<file path="src/rtl/otter_uart_tx.sv">
`default_nettype none
// ============================================================================
// Module   : otter_uart_tx
// Purpose  : Memory-mapped 8N1 UART transmitter for the Otter MCU IO bus.
//            The CPU pushes bytes into a TX FIFO. The FSM serialises them
//            LSB first, sending frames back to back while data remains.
// Ports    : clk        - system clock, rising edge
//            rst        - synchronous reset, active low
//            iobus_addr - byte address from the MCU
//            iobus_out  - write data from the MCU ([7:0] used for TXDATA)
//            iobus_wr   - one-cycle write strobe
//            rd_data    - combinational read data for the iobus_in mux
//            tx         - registered serial output, idle high
//            irq        - registered one-cycle "FIFO drained" pulse
// Register map (offset = iobus_addr[3:2]):
//            0 TXDATA (W)  1 STATUS (R, write clears overflow)
//            2 CTRL (R/W, bit0 irq_en)  3 reserved
// Revision : 1.0 - initial release
// ============================================================================
module otter_uart_tx #(
    parameter logic [31:0] BASE_ADDR    = 32'h1100_8000,
    parameter int          CLKS_PER_BIT = 868,
    parameter int          FIFO_DEPTH   = 8
) (
    input  logic        clk,
    input  logic        rst,
    input  logic [31:0] iobus_addr,
    input  logic [31:0] iobus_out,
    input  logic        iobus_wr,
    output logic [31:0] rd_data,
    output logic        tx,
    output logic        irq
);

    localparam int PTR_W = (FIFO_DEPTH > 1) ? $clog2(FIFO_DEPTH) : 1;
    localparam int LVL_W = PTR_W + 1;
    localparam int CNT_W = $clog2(CLKS_PER_BIT);

    localparam logic [CNT_W-1:0] C_BAUD_LAST = CNT_W'(CLKS_PER_BIT - 1);
    localparam logic [LVL_W-1:0] C_DEPTH     = LVL_W'(FIFO_DEPTH);

    localparam logic [1:0] C_ST_IDLE  = 2'd0;
    localparam logic [1:0] C_ST_START = 2'd1;
    localparam logic [1:0] C_ST_DATA  = 2'd2;
    localparam logic [1:0] C_ST_STOP  = 2'd3;

    // ------------------------------------------------------------------------
    // Bus decode
    // ------------------------------------------------------------------------
    logic       w_hit;
    logic [1:0] w_off;
    logic       w_wr_data;
    logic       w_wr_status;
    logic       w_wr_ctrl;
    logic       w_unused_bits;

    assign w_hit       = (iobus_addr[31:4] == BASE_ADDR[31:4]);
    assign w_off       = iobus_addr[3:2];
    assign w_wr_data   = w_hit && iobus_wr && (w_off == 2'd0);
    assign w_wr_status = w_hit && iobus_wr && (w_off == 2'd1);
    assign w_wr_ctrl   = w_hit && iobus_wr && (w_off == 2'd2);

    // Address byte-lane bits and upper write data have no function here.
    assign w_unused_bits = ^{iobus_addr[1:0], iobus_out[31:8]};

    // ------------------------------------------------------------------------
    // TX FIFO
    // ------------------------------------------------------------------------
    logic [7:0]       mem_q [FIFO_DEPTH];
    logic [PTR_W-1:0] wr_ptr_q;
    logic [PTR_W-1:0] rd_ptr_q;
    logic [LVL_W-1:0] count_q;
    logic             w_full;
    logic             w_empty;
    logic             w_push;
    logic             w_drop;
    logic             w_pop;
    logic [7:0]       w_fifo_rd;

    assign w_full    = (count_q == C_DEPTH);
    assign w_empty   = (count_q == '0);
    // Fullness is judged on the registered count, so a same-cycle pop never
    // makes room for a push.
    assign w_push    = w_wr_data && !w_full;
    assign w_drop    = w_wr_data && w_full;
    assign w_fifo_rd = mem_q[rd_ptr_q];

    always_ff @(posedge clk) begin
        if (rst && w_push) begin
            mem_q[wr_ptr_q] <= iobus_out[7:0];
        end
    end

    always_ff @(posedge clk) begin
        if (!rst) begin
            wr_ptr_q <= '0;
            rd_ptr_q <= '0;
            count_q  <= '0;
        end else begin
            if (w_push) begin
                wr_ptr_q <= wr_ptr_q + PTR_W'(1);
            end
            if (w_pop) begin
                rd_ptr_q <= rd_ptr_q + PTR_W'(1);
            end
            case ({w_push, w_pop})
                2'b10:   count_q <= count_q + LVL_W'(1);
                2'b01:   count_q <= count_q - LVL_W'(1);
                default: count_q <= count_q;
            endcase
        end
    end

    // ------------------------------------------------------------------------
    // Control / status registers
    // ------------------------------------------------------------------------
    logic ovf_q;
    logic irq_en_q;

    always_ff @(posedge clk) begin
        if (!rst) begin
            ovf_q    <= 1'b0;
            irq_en_q <= 1'b0;
        end else begin
            // A dropped push takes priority over a STATUS-write clear.
            if (w_drop) begin
                ovf_q <= 1'b1;
            end else if (w_wr_status) begin
                ovf_q <= 1'b0;
            end
            if (w_wr_ctrl) begin
                irq_en_q <= iobus_out[0];
            end
        end
    end

    // ------------------------------------------------------------------------
    // TX FSM: state register
    // ------------------------------------------------------------------------
    logic [1:0]       state_q,   state_d;
    logic [CNT_W-1:0] baud_q,    baud_d;
    logic [2:0]       bit_idx_q, bit_idx_d;
    logic [7:0]       shift_q,   shift_d;
    logic             tx_q,      tx_d;
    logic             irq_q,     irq_d;
    logic             w_baud_done;

    assign w_baud_done = (baud_q == C_BAUD_LAST);

    always_ff @(posedge clk) begin
        if (!rst) begin
            state_q   <= C_ST_IDLE;
            baud_q    <= '0;
            bit_idx_q <= '0;
            shift_q   <= '0;
            tx_q      <= 1'b1;
            irq_q     <= 1'b0;
        end else begin
            state_q   <= state_d;
            baud_q    <= baud_d;
            bit_idx_q <= bit_idx_d;
            shift_q   <= shift_d;
            tx_q      <= tx_d;
            irq_q     <= irq_d;
        end
    end

    // ------------------------------------------------------------------------
    // TX FSM: next-state logic (also decides when to pop the FIFO)
    // ------------------------------------------------------------------------
    always_comb begin
        state_d   = state_q;
        baud_d    = baud_q;
        bit_idx_d = bit_idx_q;
        shift_d   = shift_q;
        w_pop     = 1'b0;
        case (state_q)
            C_ST_IDLE: begin
                baud_d    = '0;
                bit_idx_d = '0;
                if (!w_empty) begin
                    w_pop   = 1'b1;
                    shift_d = w_fifo_rd;
                    state_d = C_ST_START;
                end
            end
            C_ST_START: begin
                if (w_baud_done) begin
                    baud_d    = '0;
                    bit_idx_d = '0;
                    state_d   = C_ST_DATA;
                end else begin
                    baud_d = baud_q + CNT_W'(1);
                end
            end
            C_ST_DATA: begin
                if (w_baud_done) begin
                    baud_d = '0;
                    if (bit_idx_q == 3'd7) begin
                        state_d = C_ST_STOP;
                    end else begin
                        bit_idx_d = bit_idx_q + 3'd1;
                        shift_d   = shift_q >> 1;
                    end
                end else begin
                    baud_d = baud_q + CNT_W'(1);
                end
            end
            C_ST_STOP: begin
                if (w_baud_done) begin
                    baud_d = '0;
                    // Chain straight into the next frame without an idle bit.
                    if (!w_empty) begin
                        w_pop   = 1'b1;
                        shift_d = w_fifo_rd;
                        state_d = C_ST_START;
                    end else begin
                        state_d = C_ST_IDLE;
                    end
                end else begin
                    baud_d = baud_q + CNT_W'(1);
                end
            end
            default: begin
                state_d = C_ST_IDLE;
            end
        endcase
    end

    // ------------------------------------------------------------------------
    // TX FSM: output logic (next values of the registered tx / irq)
    // ------------------------------------------------------------------------
    always_comb begin
        tx_d  = tx_q;
        irq_d = 1'b0;
        case (state_q)
            C_ST_IDLE: begin
                // Start bit goes out on the same edge as the pop.
                tx_d = w_empty;
            end
            C_ST_START: begin
                if (w_baud_done) begin
                    tx_d = shift_q[0];
                end
            end
            C_ST_DATA: begin
                if (w_baud_done) begin
                    // shift_q[1] is the bit that becomes shift_q[0] after the shift.
                    tx_d = (bit_idx_q == 3'd7) ? 1'b1 : shift_q[1];
                end
            end
            C_ST_STOP: begin
                if (w_baud_done) begin
                    if (!w_empty) begin
                        tx_d = 1'b0;
                    end else begin
                        tx_d  = 1'b1;
                        irq_d = irq_en_q;
                    end
                end
            end
            default: begin
                tx_d = 1'b1;
            end
        endcase
    end

    assign tx  = tx_q;
    assign irq = irq_q;

    // ------------------------------------------------------------------------
    // Read mux (no dependency on iobus_wr)
    // ------------------------------------------------------------------------
    logic       w_busy;
    logic [7:0] w_count8;

    assign w_busy   = (state_q != C_ST_IDLE);
    assign w_count8 = 8'(count_q);

    always_comb begin
        rd_data = '0;
        if (w_hit) begin
            case (w_off)
                2'd1:    rd_data = {16'h0000, w_count8, 4'h0, ovf_q, w_empty, w_full, w_busy};
                2'd2:    rd_data = {31'h0, irq_en_q};
                default: rd_data = '0;
            endcase
        end
    end

endmodule
`default_nettype wire

</file>
<file path="config.mk">
export PLATFORM = sky130hd
export DESIGN_NAME = otter_uart_tx
export DESIGN_NICKNAME = d
export VERILOG_FILES = /design/src/rtl/otter_uart_tx.sv
export SDC_FILE = /design/constraint.sdc
export NUM_CORES = 1
export LEC_CHECK = 0
export ABC_CLOCK_PERIOD_IN_PS = 2650
export BUFFER_PORTS_ARGS = -buffer_cell sky130_fd_sc_hd__buf_2
export CAP_MARGIN = 40
export CORE_MARGIN = 2
export CORE_UTILIZATION = 50
export CTS_CLUSTER_DIAMETER = 40
export DETAILED_ROUTE_END_ITERATION = 16
export PLACE_DENSITY = 0.73
export SYNTH_ARGS = -nofsm -noshare
export SYNTH_HDL_FRONTEND = slang
export SYNTH_SLANG_ARGS = --single-unit
</file>
<file path="constraint.sdc">
create_clock -name clk -period 2.65 [get_ports clk]
set_clock_uncertainty 0.1 [all_clocks]
set_input_delay 0.53 -clock clk [delete_from_list [all_inputs] [get_ports clk]]
set_output_delay 0.53 -clock clk [all_outputs]
set_load 0.02 [all_outputs]
</file>
Yosys cells after proc, flatten, opt, wreduce, memory -nomap -nowiden:

Memory sizes are Yosys's and may differ from the RTL's. A register that Yosys moved wholly into a read port is not among the register bits.
Cells that the tools add are included.

* add/sub/neg operators: 6
* eq/ne operators: 17
* mux-type cells: 36
* reductions and logical operators: 22

Operators with widths (count)
* 2-to-1 mux 8 bit: 4
* == test 28 x 25 -> 1 bit, second input constant: 1
* case mux 12 bit (2 select lines): 1
* case mux 8 bit (3 select lines): 1
* case mux 10 bit (2 select lines): 1
* 2-to-1 mux 3 bit: 5
* 2-to-1 mux 1 bit: 12
* 2-to-1 mux 12 bit: 1
* != test 2 bit, second input constant: 6
* AND reduction 4 bit: 3
* adder 10 x 1 -> 10 bit, second input constant: 1
* == test 10 bit, second input constant: 1
* 2-to-1 mux 10 bit: 1
* 2-to-1 mux 2 bit: 5
* adder 3 x 1 -> 3 bit, second input constant: 3
* case mux 3 bit (3 select lines): 1
* == test 2 bit, second input constant: 4
* case mux 2 bit (4 select lines): 1
* case mux 4 bit (2 select lines): 1
* logical AND 1 bit: 7
* == test 2 x 1 -> 1 bit, second input constant: 3
* nonzero test 2 bit: 3
* nonzero test 3 bit: 2
* AND reduction 5 bit: 1
* other kinds (11): 12

* flip-flop bits (word level): 37
* bits in writable memories: 64
* input bits: 67
* output and inout port bits: 34
* memories kept: 1

Memories
* mem_q: words 8, bits a word 8, read ports 1, clocked after Yosys merged registers in 1, wr ports 1, RTL line 69 `logic [7:0] mem_q [FIFO_DEPTH];`

Longest topological paths before layout:

Gate-level depths: netlist of the first run.

* word-level depth: 7
* depth in mapped cells: 12
* gate-level depth less buffers: 12

Least setup slack after synthesis of the first run:

Ideal clock, no wire load.

* path type: input-to-reg
* from: input port iobus_addr[19]
* to: memory mem_q[6][0], enable pin
* data arrival time: 2327 ps
* required time: 2155 ps
* slack: -172 ps
* stages on the path: 5
* cell sequence: nor4_2 > nand4_2 > nor3_4 > inv_2 > nor4_1

* longest elaborated chain between the ends: 7

RTL lines
* from (decl): RTL line 27 `input logic [31:0] iobus_addr,`
* == test 28 x 25 -> 1 bit: RTL line 57 `assign w_hit = (iobus_addr[31:4] == BASE_ADDR[31:4]);`
* logical AND 1 bit (2 in series): RTL line 59 `assign w_wr_data = w_hit && iobus_wr && (w_off == 2'd0);`
* logical AND 1 bit: RTL line 84 `assign w_push = w_wr_data && !w_full;`
* logical AND 1 bit: RTL line 89 `if (rst && w_push) begin`
* 2-to-1 mux 1 bit: RTL line 89
* 2-to-1 mux 1 bit (not written as such): RTL line 90 `mem_q[wr_ptr_q] <= iobus_out[7:0];`
* to (decl): RTL line 69

No other way between the ends.

Worst setup path after layout of the first run:

* from: input port iobus_addr[13]
* to: output port rd_data[11]

* longest elaborated chain between the ends: 2

RTL lines
* == test 28 x 25 -> 1 bit: RTL line 57
* 2-to-1 mux 12 bit: RTL line 282 `if (w_hit) begin`
* to (decl): RTL line 30 `output logic [31:0] rd_data,`

No other way between the ends.

==> results of run 1 <==
==> layout make-up <==
class                   instances  area [um2]
fillers                       775        3960
flip-flops and latches        104        2730
clock inverters                 7        93.8
multi-input cells             248        2000
well taps                     133         166
clock buffers                   9         124
inverters                      20        75.1
repair buffers                 83         546
==> final timing paths <==
path	slack [ps]	end	cells past startpoint
max reg2reg	170	count_q[2]	11
min reg2reg	360	baud_q[0]	1
min	310	mem_q[1][2]	1
max	80	rd_data[11]	8
==> power by group <==
part           leakage [nW]  total [mW]  switching (mW)  internal [mW]
combinational          1.13       0.114          0.0789         0.0348
sequential            0.899        1.71    0.0000000186           1.71
clock                 0.108        1.05           0.649          0.396
total                  2.14        2.87           0.728           2.14
==> sequential cells by signal, indices dropped and copies added (netlist names), named ones only <==
name,count
ovf_q,1
wr_ptr_q,3
irq_en_q,1
irq,1
mem_q,64
baud_q,10
state_q,2
rd_ptr_q,3
shift_q,8
count_q,4
tx,1
bit_idx_q,3
==> layer usage <==
metal	track usage [%]	part of all wire, %	up-vias
met4	5.16	1.3	0
met5	0	0	-
met1	24.4	44	1556
li1	-	-	1571
met2	31.4	50	91
met3	3.70	4.2	12
==> placed cells by master (no fill, tap or decap), drive strengths merged, types with 4 or more instances in the layout <==
cell type	instances
dfxtp	40
nor3	9
o22ai	7
o21ai	13
nand4	7
and2	7
mux2i	10
and3	8
nand3	12
inv	25
mux4	14
xor2	8
nand2b	6
clkbuf	9
buf	83
nor4	10
conb	24
o32ai	7
ha	16
nand2	17
nor2	18
a21oi	9
or3	4
edfxtp	64
==> worst max-delay path: cells and delay by family <==
family / cells / cell delay (ps)
buffers and inverters: 4 / 560
and+or+nand+nor: 4 / 840
==> timing repair <==
action                                  in CTS  in global routing
endpoints found under the hold margin        0                  0
pin swaps                                    1                  2
setup buffers                                0                  2
resized for setup                            1                 26
endpoints found under the setup margin       6                  8
==> kinds of logic after synthesis <==
group	Yosys count	share of synthesized area, %
xor gates and xnor gates	11	1.95
buffers and inverters	60	6.89
and+or+nand+nor	116	15.4
DFF	104	55.1
muxes	25	8.64
other	1	0.0759
adders and majority gates	16	4.05
AOI/OAI and AO/OA	56	7.88
==> stage by stage <==
stage          setup TNS, ps  area (um2)
4_1_cts                    0        5630
6_report                   0        5730
5_1_grt                -20.2        5730
2_1_floorplan          -2920        5030
3_3_place_gp            -104        5410
3_5_place_dp            -264        5410
==> impl_metrics.toml, run 1 <==
[outcome]
status = "completed"

[synth]
synth-edff-count = 64
synth_top_area_share_pct = 38.9
ys_top_cells_by_count = "64 x edfxtp_1, 40 x dfxtp_1, 26 x buf_4, 19 x inv_1, 18 x nor2_1"
post_synth.cell_area_avg_um2 = 12.7
ys_warn_count = 0
netlist_area_mm2 = 0.00494
yosysSeqAreaShare_pct = 55.1
synth_area_leaders = "edfxtp_1 39%, dfxtp_1 16%, mux4_2 6.4%"
ys.flop_type = "edfxtp_1"
synth.distinct_cells = 66
yosys.area.top_type = "edfxtp_1"
synth_seq_cells = 104
synth.most_common_cell = "edfxtp_1"
synthArstFlopShare_pct = 0
synth_cells = 389

[clock_tree]
cts_buffer_depth = 2
clkLatencyLatePin_ps = 380
ctsHoldBuffers = 0
clk_pin_slew_ps = 120
cts.sinks = 104
cts_root_buffer = "clkbuf_8"
tritoncts = "yes"
htree_num_levels = 3
numCtsBuffers = 9

[floorplan]
die_x_um = 103
dieArea_mm2 = 0.0107
row_count = 36
die_h_um = 103
core_mm2 = 0.00968
initial_core_util_pct = 51.0
ioPinCount = 101

[final_layout]
area_growth_pct = 16.0
antenna_cells = 0
final-instance-count-excl-fill = 604
final_util_pct = 59.2
drive_above_1_share_pct = 30.4
finalNetCount = 549

[worst_setup_path]
crit_chain = "buf_2 > nor4_4 > nand4_4 > buf_6 > nor4_4 > buf_4 > and2_1 > buf_6"
critPathRequiredTime_ps = 2020
crit_arrival_ps = 1940
setup.worst_path.class = "in -> out"
path_max_fanout = 6
start_kind = "input pin"
startpoint = "iobus_addr[13]"
slowest_stage = "nor4_4"
r2r-start = "count_q[0]"
end_kind = "output port"
slowest_delay_ps = 320

[pwr]
power_density_mw_per_mm2 = 501
p_total_mw = 2.87
ir_drop_mv = 0.459
p_leak_nw = 2.14

[sta]
setup_slack_ps = 75.1
rsz0062_at_grt = "true"
fmax_mhz = 388
setup_viol = 0
slew_viol_final = 0
tightest_slew_ps = 711
fin_crit_ps = 2570
slew-limit-headroom_pct = 52.6
final.period_utilization_pct = 97.2
hold_violations = 0
holdWs_ps = 305

[drt]
drc = 0
routed_wl_mm = 9.39
drtIter0Drc = 158
ant_nets = 0
post_drt_wl_per_cell_um = 15.5
vias = 3230
firstDrtPassIters = 4
post_drt_via_cell_ratio = 5.35

[placed_design]
pre_cts_ws_ps = -168
hpwl_mm = 6.59
io_buffers = 50
dp_cells = 586
gp_congestion = 0.863

[min_path]
hold_class = "in -> reg"
hold_start = "iobus_out[2]"

[flow_run]
maxCapViolCount = 0

[grt]
grt_max_degree = 24
antenna_found_initial = 0
grtUsageTotal_pct = 18.5
grt_pass1_wl_mm = 15.0
grt_overflow = 0
grt_pass1_vias = 3144
Power figures use the tool's default switching activity.
==> run 2: changes to the inputs <==
Settings changed: CORE_MARGIN 2 to 5, CORE_UTILIZATION 50 to 40, PLACE_DENSITY 0.73 to 0.6.
==> run 2 against run 1 <==
  * Combinational power hardly changed
  * Via count about the same
  * Die area grew 37%
  * Setup slack improved by 58 ps
  * Core utilization shrank 10 points
  * Hold slack gained 46 ps
  * Fmax is 2.3% higher
  * Design area rose by 2.5%
  * Sequential power barely moved
  * Clock power rose by 23%
  * Register-to-register slack got worse by 40 ps
  * Largest cell class unchanged
  * Largest power group unchanged
==> impl_metrics.toml, run 2 (synthesis results as in run 1) <==
[clock_tree]
cts_root_buffer = "clkbuf_16"
cts_buffer_depth = 2
cts.sinks = 104
clkLatencyLatePin_ps = 340
numCtsBuffers = 9
clk_pin_slew_ps = 80
htree_num_levels = 3
ctsHoldBuffers = 0
tritoncts = "yes"

[floorplan]
die_h_um = 121
ioPinCount = 101
row_count = 40
die_x_um = 121
initial_core_util_pct = 41.0
dieArea_mm2 = 0.0147
core_mm2 = 0.0121

[pwr]
p_leak_nw = 2.20
switching_share_pct = 22.8
p_clk_share_pct = 41.5
power_density_mw_per_mm2 = 532
power_frac_comb_pct = 3.7
power_frac_seq_pct = 54.8
switchingPower_mw = 0.712
ir_drop_mv = 0.396
p_total_mw = 3.12
intPower_mw = 2.41

[worst_setup_path]
startpoint = "baud_q[0]"
crit_arrival_ps = 2700
critPathRequiredTime_ps = 2840
cp.depth = 11
cpLargestDelayFamily = "simple AND/OR/NAND/NOR gates"
setup.worst_path.class = "reg -> reg"
slowest_delay_ps = 340
reg2reg_depth = 11
end_kind = "flip-flop"
r2r-start = "baud_q[0]"
path_max_fanout = 2
start_kind = "flip-flop"
crit_chain = "ha_1 > and4b_1 > a41oi_2 > nor2_2 > ha_2 > xor2_1 > ha_1 > a21oi_1 > xor2_1 > or3_1 > a21oi_2"
slowest_stage = "dfxtp_1"
cp_num_buf_inv = 0

[min_path]
holdPathStages = 1
hold_start = "iobus_out[7]"
hold_class = "in -> reg"

[final_layout]
regMostFlops = "mem_q"
final_common_cell = "edfxtp_1"
antenna_cells = 0
area_growth_pct = 18.8
final-instance-count-excl-fill = 644
fillers = 1057
largest_reg_flops = 64
final_util_pct = 48.7
biggestRegsByFlops = "mem_q x64, baud_q x10, shift_q x8"
drive_above_1_share_pct = 30.5
final_cell_mix = "64 x edfxtp_1, 44 x buf_2, 42 x buf_4"
fin_area_mm2 = 0.00587
finalNetCount = 554

[sta]
hold_violations = 0
final.period_utilization_pct = 95.0
slew_viol_final = 0
finalSetupTns_ps = 0
fmax_mhz = 397
slew-limit-headroom_pct = 66.1
tightest_slew_ps = 505
rsz0062_at_grt = "false"
fin_crit_ps = 2520
setup_viol = 0

[placed_design]
place_area_mm2 = 0.00549
dp_cells = 626
hpwl_mm = 7.08
gp_congestion = 0.776
io_buffers = 50

[outcome]
status = "completed"

[drt]
post_drt_via_cell_ratio = 5.02
routed_wl_mm = 9.86
drc = 0
ant_nets = 0
vias = 3231
drtIter0Drc = 170
firstDrtPassIters = 6
post_drt_wl_per_cell_um = 15.3

[flow_run]
maxCapViolCount = 0

[grt]
grt_pass1_wl_mm = 16.0
grt_max_degree = 28
grtUsageTotal_pct = 13.9
antenna_found_initial = 0
grt_overflow = 0
grt_pass1_vias = 3136
==> run 2: through the flow <==
stage                     setup WS [ps]  hold slack, ps
final                               133             351
after global routing               10.3             348
after CTS                          23.1             335
after detailed placement           -192             345
after global placement             -151             340
after floorplan                    -172             329
==> run 2: routing by layer <==
layer / wire [um] / up-vias / GRT usage [%]
met3: 383 / 11 / 2.84
met1: 4410 / 1568 / 18.6
met2: 4980 / 59 / 22.9
met4: 91 / 0 / 4.04
met5: 0 / - / 0
li1: - / 1593 / -
==> run 2: power by group through the flow <==
stage / Combinational [mW] / Sequential [mW] / Clock, mW
floorplan: 0.0820 / 1.75 / 0
global placement: 0.108 / 1.75 / 0
detailed placement: 0.112 / 1.75 / 0
CTS: 0.112 / 1.71 / 1.33
global route: 0.129 / 1.71 / 1.41
finish: 0.116 / 1.71 / 1.29
==> run 2: path summary, 6_finish.rpt <==
kind | slack (ps) | to
worst min-delay path | 350 | mem_q[1][7]
worst max-delay path | 130 | count_q[2]
worst max register to register | 130 | count_q[2]
worst min register to register | 350 | shift_q[3]
==> run 2: layout make-up <==
| cell class | count | area (um2) | share of cell area, % |
|---|---|---|---|
| Clock buffer | 9 | 225 | 3.84 |
| Clock inverter | 7 | 68.8 | 1.17 |
| Inverter | 20 | 75.1 | 1.28 |
| Multi-Input combinational cell | 248 | 2010 | 34.2 |
| Sequential cell | 104 | 2720 | 46.4 |
| Tap cell | 168 | 210 | 3.58 |
| Timing Repair Buffer | 88 | 558 | 9.51 |
==> run 2: timing repair <==
| action | CTS | global route |
|---|---|---|
| pin swaps | 0 | 6 |
| setup buffers | 0 | 2 |
| endpoints found under the setup margin | 1 | 7 |
| gates resized for setup | 1 | 18 |
